`src/rtl/mem_lsu.sv`:
```
// Load/store unit between the MEM pipeline stage and a single-beat memory bus.
// Optional bus-wait abort is enabled by defining MEM_LSU_TIMEOUT_EN.
module mem_lsu #(
  parameter int unsigned TIMEOUT_CYCLES = 255
) (
  input  logic        clk,
  input  logic        rst,
  input  logic        mem_lsu_valid_i,
  input  logic        mem_lsu_we_i,
  input  logic [63:0] mem_lsu_addr_i,
  input  logic [63:0] mem_lsu_wdata_i,
  input  logic [1:0]  mem_lsu_size_i,
  input  logic        mem_lsu_unsigned_i,
  output logic        mem_lsu_stall_o,
  output logic        mem_lsu_done_o,
  output logic        mem_lsu_err_o,
  output logic [63:0] mem_lsu_rdata_o,
  output logic        mem_lsu_bus_valid_o,
  output logic [1:0]  mem_lsu_bus_req_o,
  output logic [63:0] mem_lsu_bus_addr_o,
  output logic [1:0]  mem_lsu_bus_size_o,
  output logic [63:0] mem_lsu_bus_data_write_o,
  input  logic        mem_lsu_bus_ready_i,
  input  logic [63:0] mem_lsu_bus_data_read_i,
  input  logic [1:0]  mem_lsu_bus_resp_i
);

  localparam logic [1:0] REQ_READ  = 2'b01;
  localparam logic [1:0] REQ_WRITE = 2'b10;

  typedef enum logic [1:0] {IDLE = 2'd0, REQ = 2'd1, DONE = 2'd2} state_t;

  state_t      state_q, state_d;
  logic        we_q, unsigned_q, err_q;
  logic [63:0] addr_q, wdata_q, rdata_q;
  logic [1:0]  size_q;
  logic        aligned, start, fault, finish, tmo;
  logic [63:0] shifted, load_ext;

  always_comb begin
    unique case (mem_lsu_size_i)
      2'd0:    aligned = 1'b1;
      2'd1:    aligned = ~mem_lsu_addr_i[0];
      2'd2:    aligned = (mem_lsu_addr_i[1:0] == 2'b00);
      default: aligned = (mem_lsu_addr_i[2:0] == 3'b000);
    endcase
  end

`ifdef MEM_LSU_TIMEOUT_EN
  localparam int unsigned CNT_W = ($clog2(TIMEOUT_CYCLES + 1) > 8) ? $clog2(TIMEOUT_CYCLES + 1) : 8;
  logic [CNT_W-1:0] tmo_cnt_q;
  logic             tmo_hit;

  // Limit is reached on the REQ cycle whose increment would make the count equal TIMEOUT_CYCLES.
  assign tmo_hit = (tmo_cnt_q == CNT_W'(TIMEOUT_CYCLES - 1));

  always_ff @(posedge clk) begin
    if (rst)                                           tmo_cnt_q <= '0;
    else if (state_q != REQ)                           tmo_cnt_q <= '0;
    else if (!mem_lsu_bus_ready_i)                     tmo_cnt_q <= tmo_cnt_q + CNT_W'(1);
  end
`else
  logic tmo_hit;
  logic unused_timeout;
  assign tmo_hit        = 1'b0;
  assign unused_timeout = ^32'(TIMEOUT_CYCLES);
`endif

  always_ff @(posedge clk) begin
    if (rst) state_q <= IDLE;
    else     state_q <= state_d;
  end

  // Next state and completion strobes.
  always_comb begin
    state_d = state_q;
    start   = 1'b0;
    fault   = 1'b0;
    finish  = 1'b0;
    tmo     = 1'b0;
    unique case (state_q)
      IDLE: if (mem_lsu_valid_i) begin
        start   = aligned;
        fault   = ~aligned;
        state_d = aligned ? REQ : DONE;
      end
      REQ: begin
        finish = mem_lsu_bus_ready_i;
        tmo    = ~mem_lsu_bus_ready_i & tmo_hit;
        if (finish || tmo) state_d = DONE;
      end
      default: state_d = IDLE;
    endcase
  end

  assign shifted = mem_lsu_bus_data_read_i >> {addr_q[2:0], 3'b000};

  always_comb begin
    unique case (size_q)
      2'd0:    load_ext = unsigned_q ? {56'd0, shifted[7:0]}  : {{56{shifted[7]}},  shifted[7:0]};
      2'd1:    load_ext = unsigned_q ? {48'd0, shifted[15:0]} : {{48{shifted[15]}}, shifted[15:0]};
      2'd2:    load_ext = unsigned_q ? {32'd0, shifted[31:0]} : {{32{shifted[31]}}, shifted[31:0]};
      default: load_ext = shifted;
    endcase
  end

  always_ff @(posedge clk) begin
    if (rst) begin
      we_q       <= 1'b0;
      unsigned_q <= 1'b0;
      addr_q     <= '0;
      wdata_q    <= '0;
      size_q     <= '0;
      err_q      <= 1'b0;
      rdata_q    <= '0;
    end else begin
      if (start) begin
        we_q       <= mem_lsu_we_i;
        unsigned_q <= mem_lsu_unsigned_i;
        addr_q     <= mem_lsu_addr_i;
        wdata_q    <= mem_lsu_wdata_i;
        size_q     <= mem_lsu_size_i;
      end
      if (fault || tmo) begin
        err_q   <= 1'b1;
        rdata_q <= '0;
      end else if (finish) begin
        err_q   <= (mem_lsu_bus_resp_i != 2'b00);
        rdata_q <= (we_q || mem_lsu_bus_resp_i != 2'b00) ? 64'd0 : load_ext;
      end
    end
  end

  assign mem_lsu_stall_o          = (state_q == IDLE && mem_lsu_valid_i) || state_q == REQ;
  assign mem_lsu_done_o           = (state_q == DONE);
  assign mem_lsu_err_o            = err_q;
  assign mem_lsu_rdata_o          = rdata_q;
  assign mem_lsu_bus_valid_o      = (state_q == REQ);
  assign mem_lsu_bus_req_o        = we_q ? REQ_WRITE : REQ_READ;
  assign mem_lsu_bus_addr_o       = addr_q;
  assign mem_lsu_bus_size_o       = size_q;
  assign mem_lsu_bus_data_write_o = wdata_q << {addr_q[2:0], 3'b000};

endmodule

```
`config.mk`:
```
export PLATFORM = sky130hd
export DESIGN_NAME = mem_lsu
export DESIGN_NICKNAME = d
export VERILOG_FILES = /design/src/rtl/mem_lsu.sv
export SDC_FILE = /design/constraint.sdc
export NUM_CORES = 1
export LEC_CHECK = 0
export ABC_CLOCK_PERIOD_IN_PS = 6000
export BUFFER_PORTS_ARGS = -buffer_cell sky130_fd_sc_hd__clkbuf_2
export CAP_MARGIN = 40
export CELL_PAD_IN_SITES_DETAIL_PLACEMENT = 0
export CELL_PAD_IN_SITES_GLOBAL_PLACEMENT = 2
export CORE_MARGIN = 2
export CORE_UTILIZATION = 29
export DETAILED_ROUTE_END_ITERATION = 10
export PLACE_DENSITY_LB_ADDON = 0.15
export SLEW_MARGIN = 20
export SYNTH_ARGS = -nofsm -noshare
export SYNTH_HDL_FRONTEND = slang
export SYNTH_SLANG_ARGS = --single-unit
export TNS_END_PERCENT = 1
```
`constraint.sdc`:
```
create_clock -name clk -period 6 [get_ports clk]
set_input_delay 1.2 -clock clk [delete_from_list [all_inputs] [get_ports clk]]
set_output_delay 1.2 -clock clk [all_outputs]
set_load 0.05 [all_outputs]
```
==> results.md <==
* Status: finished clean
* Area growth, synth to finish at 26.38%
* Most common cell in the synthesized netlist: nand2_1
* Vias in the first global route at 10,770
* Clock-pin slew on the worst setup and hold paths at around 0.07 ns
* Leakage power at 5.497 nW
* Endpoint type of the worst setup path: output port
* Depth of the CTS H-tree at 4
* Clock Latency Late Sink at 0.46 ns
* Nets at ~1,900
* Core Region at 36,520 sq um
* Worst path arrival time at approximately 3.1 ns
* Fin. max-slew vios at 0
* Max Clock Skew at roughly 0.011 ns
* Fmax at around 230 MHz
* IO Pins at approximately 400
* Post-synth top flop: dfxtp_1
* Vias at 11,060
* Initial core utilization at 0.2940
* #FFs+latches synth at about 200
* Required time worst endpoint at 4.80 ns
* First-pass GRT wire length at around 67,000 um
* Worst Hold Slack at between 0.4 and 0.5 ns
* CTS tree: yes
* DRT Pass-1 Iters at 7
* Initial drt markers at 608
* Hpwl dp at ~33,000 um
* Die width at 196.4 um
* Std-Cell Rows at 70
* Layout cells sized above 1 at 0.3302
* RSZ-0062 raised after global routing: false
* Fraction of registers with async set/reset at 0
* Commonest cells in the synthesized netlist: nand2_1 (342), dfxtp_1 (199), a21oi_1 (186)
* Library cells used by synthesis at 54
* Cts hold-fix bufs at 0
* Design Area, Final at 13,570 sq um
* Hold crit path type: reg2reg
* Power, Total at around 3.4 mW
* DP Area at 12,980 sq um
* Root Driver: clkbuf_16
* Gpl congestion at approximately 0.86
* Inserted Clock Buffers at 17
* Total gr overflow at 0
* Crit Path Class: reg2out
* Avg Cell Area, Syn at 7.931 sq um
* Peak supply drop at slightly above 0.0002 V
* Post-synthesis cell count at roughly 1,400
* Post-DRT Antenna Nets at 0
* DIE AREA at between 30,000 and 40,000 sq um
* Relative slew margins at 0.4488
* Total wire length at around 45,000 um
* Port-buffer cells at ~400
* Syn_nets at between 1,500 and 2,000
* Largest area contributor in the netlist: dfxtp_1
* Area contributors post-synth: dfxtp_1 (37%), nand2_1 (12%), mux2i_1 (9.2%)
* Clock sinks at 199
* Max-cap violation count at 0
* Startpoint type of the worst setup path: flop
* DR DRC count at 0
* Post-CTS setup repair buffer count at 0
* # setup viols final at 0
* Post-synth EDFFs at 0
* Final Hold Fails at 0
* Worst-path fanout max at 65
* Largest net degree at the start of global routing at between 70 and 80
* Area occupied by multi-input gates at between 6000 and 7000 sq um
* Mapped Area at 10,740 sq um
* Die H at around 200 um
* TNS Setup at 0 ns
* Vias per cell at between 5 and 6
* Clock Path Buffers at 2
* Worst slew pin tran at around 0.82 ns
* Register area share after synthesis at 0.3710
* Routed length per instance at 20.94 um
* Final Cycle Share at 0.7144
* Power per cell area at between 200 and 250 nW/um^2
* Synth warn at 0
* Cts repair resizes at 0
* Final period demand of the worst path at 4.286 ns
* Gr usage total at 0.2305
* Synth top area share at 0.3710
* Storage cell area at around 4000 sq um
* FILL cells at slightly below 4,000
* Initial antenna violation count at 9
==> power breakdown <==
| part | internal (mW) | switching [mW] |
|---|---|---|
| Sequential | 1.37 | 0.0668 |
| Clock | 0.543 | 0.579 |
| Combinational | 0.247 | 0.567 |
==> state kept, by name, summed over array words and instances, names as in the netlist <==
register            cells
mem_lsu_bus_addr_o     64
we_q                    1
wdata_q                64
unsigned_q              1
mem_lsu_rdata_o        64
mem_lsu_bus_size_o      2
mem_lsu_err_o           1
state_q                 2
==> placed cells by master (no fill, tap or decap), types with 21 or more instances in the layout <==
cell        n
mux2_2     53
clkbuf_2  400
dfxtp_1   196
mux2i_1    99
nor2_1     69
nand2_1   342
buf_4      21
o21ai_0    52
a21oi_1   185
==> final cells by class <==
cell class,instances,area share
inverter,5,0.001383
multi-input combinational,1030,0.4571
tap,468,0.04315
timing repair buffer,424,0.1629
clock buffer,18,0.03162
sequential,199,0.2944
antenna,5,0.0009219
clock inverter,14,0.008574
==> metal layers <==
metal | track usage | part of all wire | vias to the layer above
met5 | 0 | 0.0011 | -
met4 | 0.06762 | 0.024 | 8
met3 | 0.05749 | 0.062 | 50
met2 | 0.3972 | 0.49 | 322
met1 | 0.2840 | 0.43 | 5280
li1 | - | - | 5398
==> cells by family after synthesis <==
family / after synthesis / share of synthesized area
DFF: 199 / 0.3710
AOI/OAI and AO/OA: 382 / 0.2167
buffers and inverters: 125 / 0.05383
muxes: 163 / 0.1695
and+or+nand+nor: 485 / 0.1890
==> final timing paths <==
kind / endpoint / depth (start not counted) / slack (ns) / start
worst min register to register: mem_lsu_rdata_o[33]$_SDFFE_PP0P_ / 2 / 0.45 / mem_lsu_rdata_o[33]$_SDFFE_PP0P_
worst min-delay path: mem_lsu_rdata_o[33]$_SDFFE_PP0P_ / 2 / 0.45 / mem_lsu_rdata_o[33]$_SDFFE_PP0P_
worst max-delay path: mem_lsu_bus_data_write_o[35] / 6 / 1.71 / mem_lsu_bus_addr_o[0]$_SDFFE_PP0P_
worst max register to register: mem_lsu_rdata_o[63]$_SDFFE_PP0P_ / 7 / 2.65 / mem_lsu_bus_addr_o[1]$_SDFFE_PP0P_
==> metrics by stage <==
| step | util | cells | setup WS (ns) |
|---|---|---|---|
| after floorplan | - | 1354 | 1.835 |
| after global placement | 0.3553 | 2123 | 2.232 |
| after detailed placement | 0.3555 | 2124 | 2.207 |
| after CTS | 0.3704 | 2156 | 1.705 |
| after global routing | 0.3713 | 2159 | 1.561 |
| final | 0.3716 | 2163 | 1.714 |
==> worst max-delay path: stages, from the launching register on <==
cell and delay (ns):
dfxtp_4 0.72, buf_4 0.69, nor2b_1 0.21, buf_4 0.28, a21oi_1 0.10, o22ai_1 0.24, clkbuf_2 0.34
No activity file was read; power rests on OpenSTA's default activity.
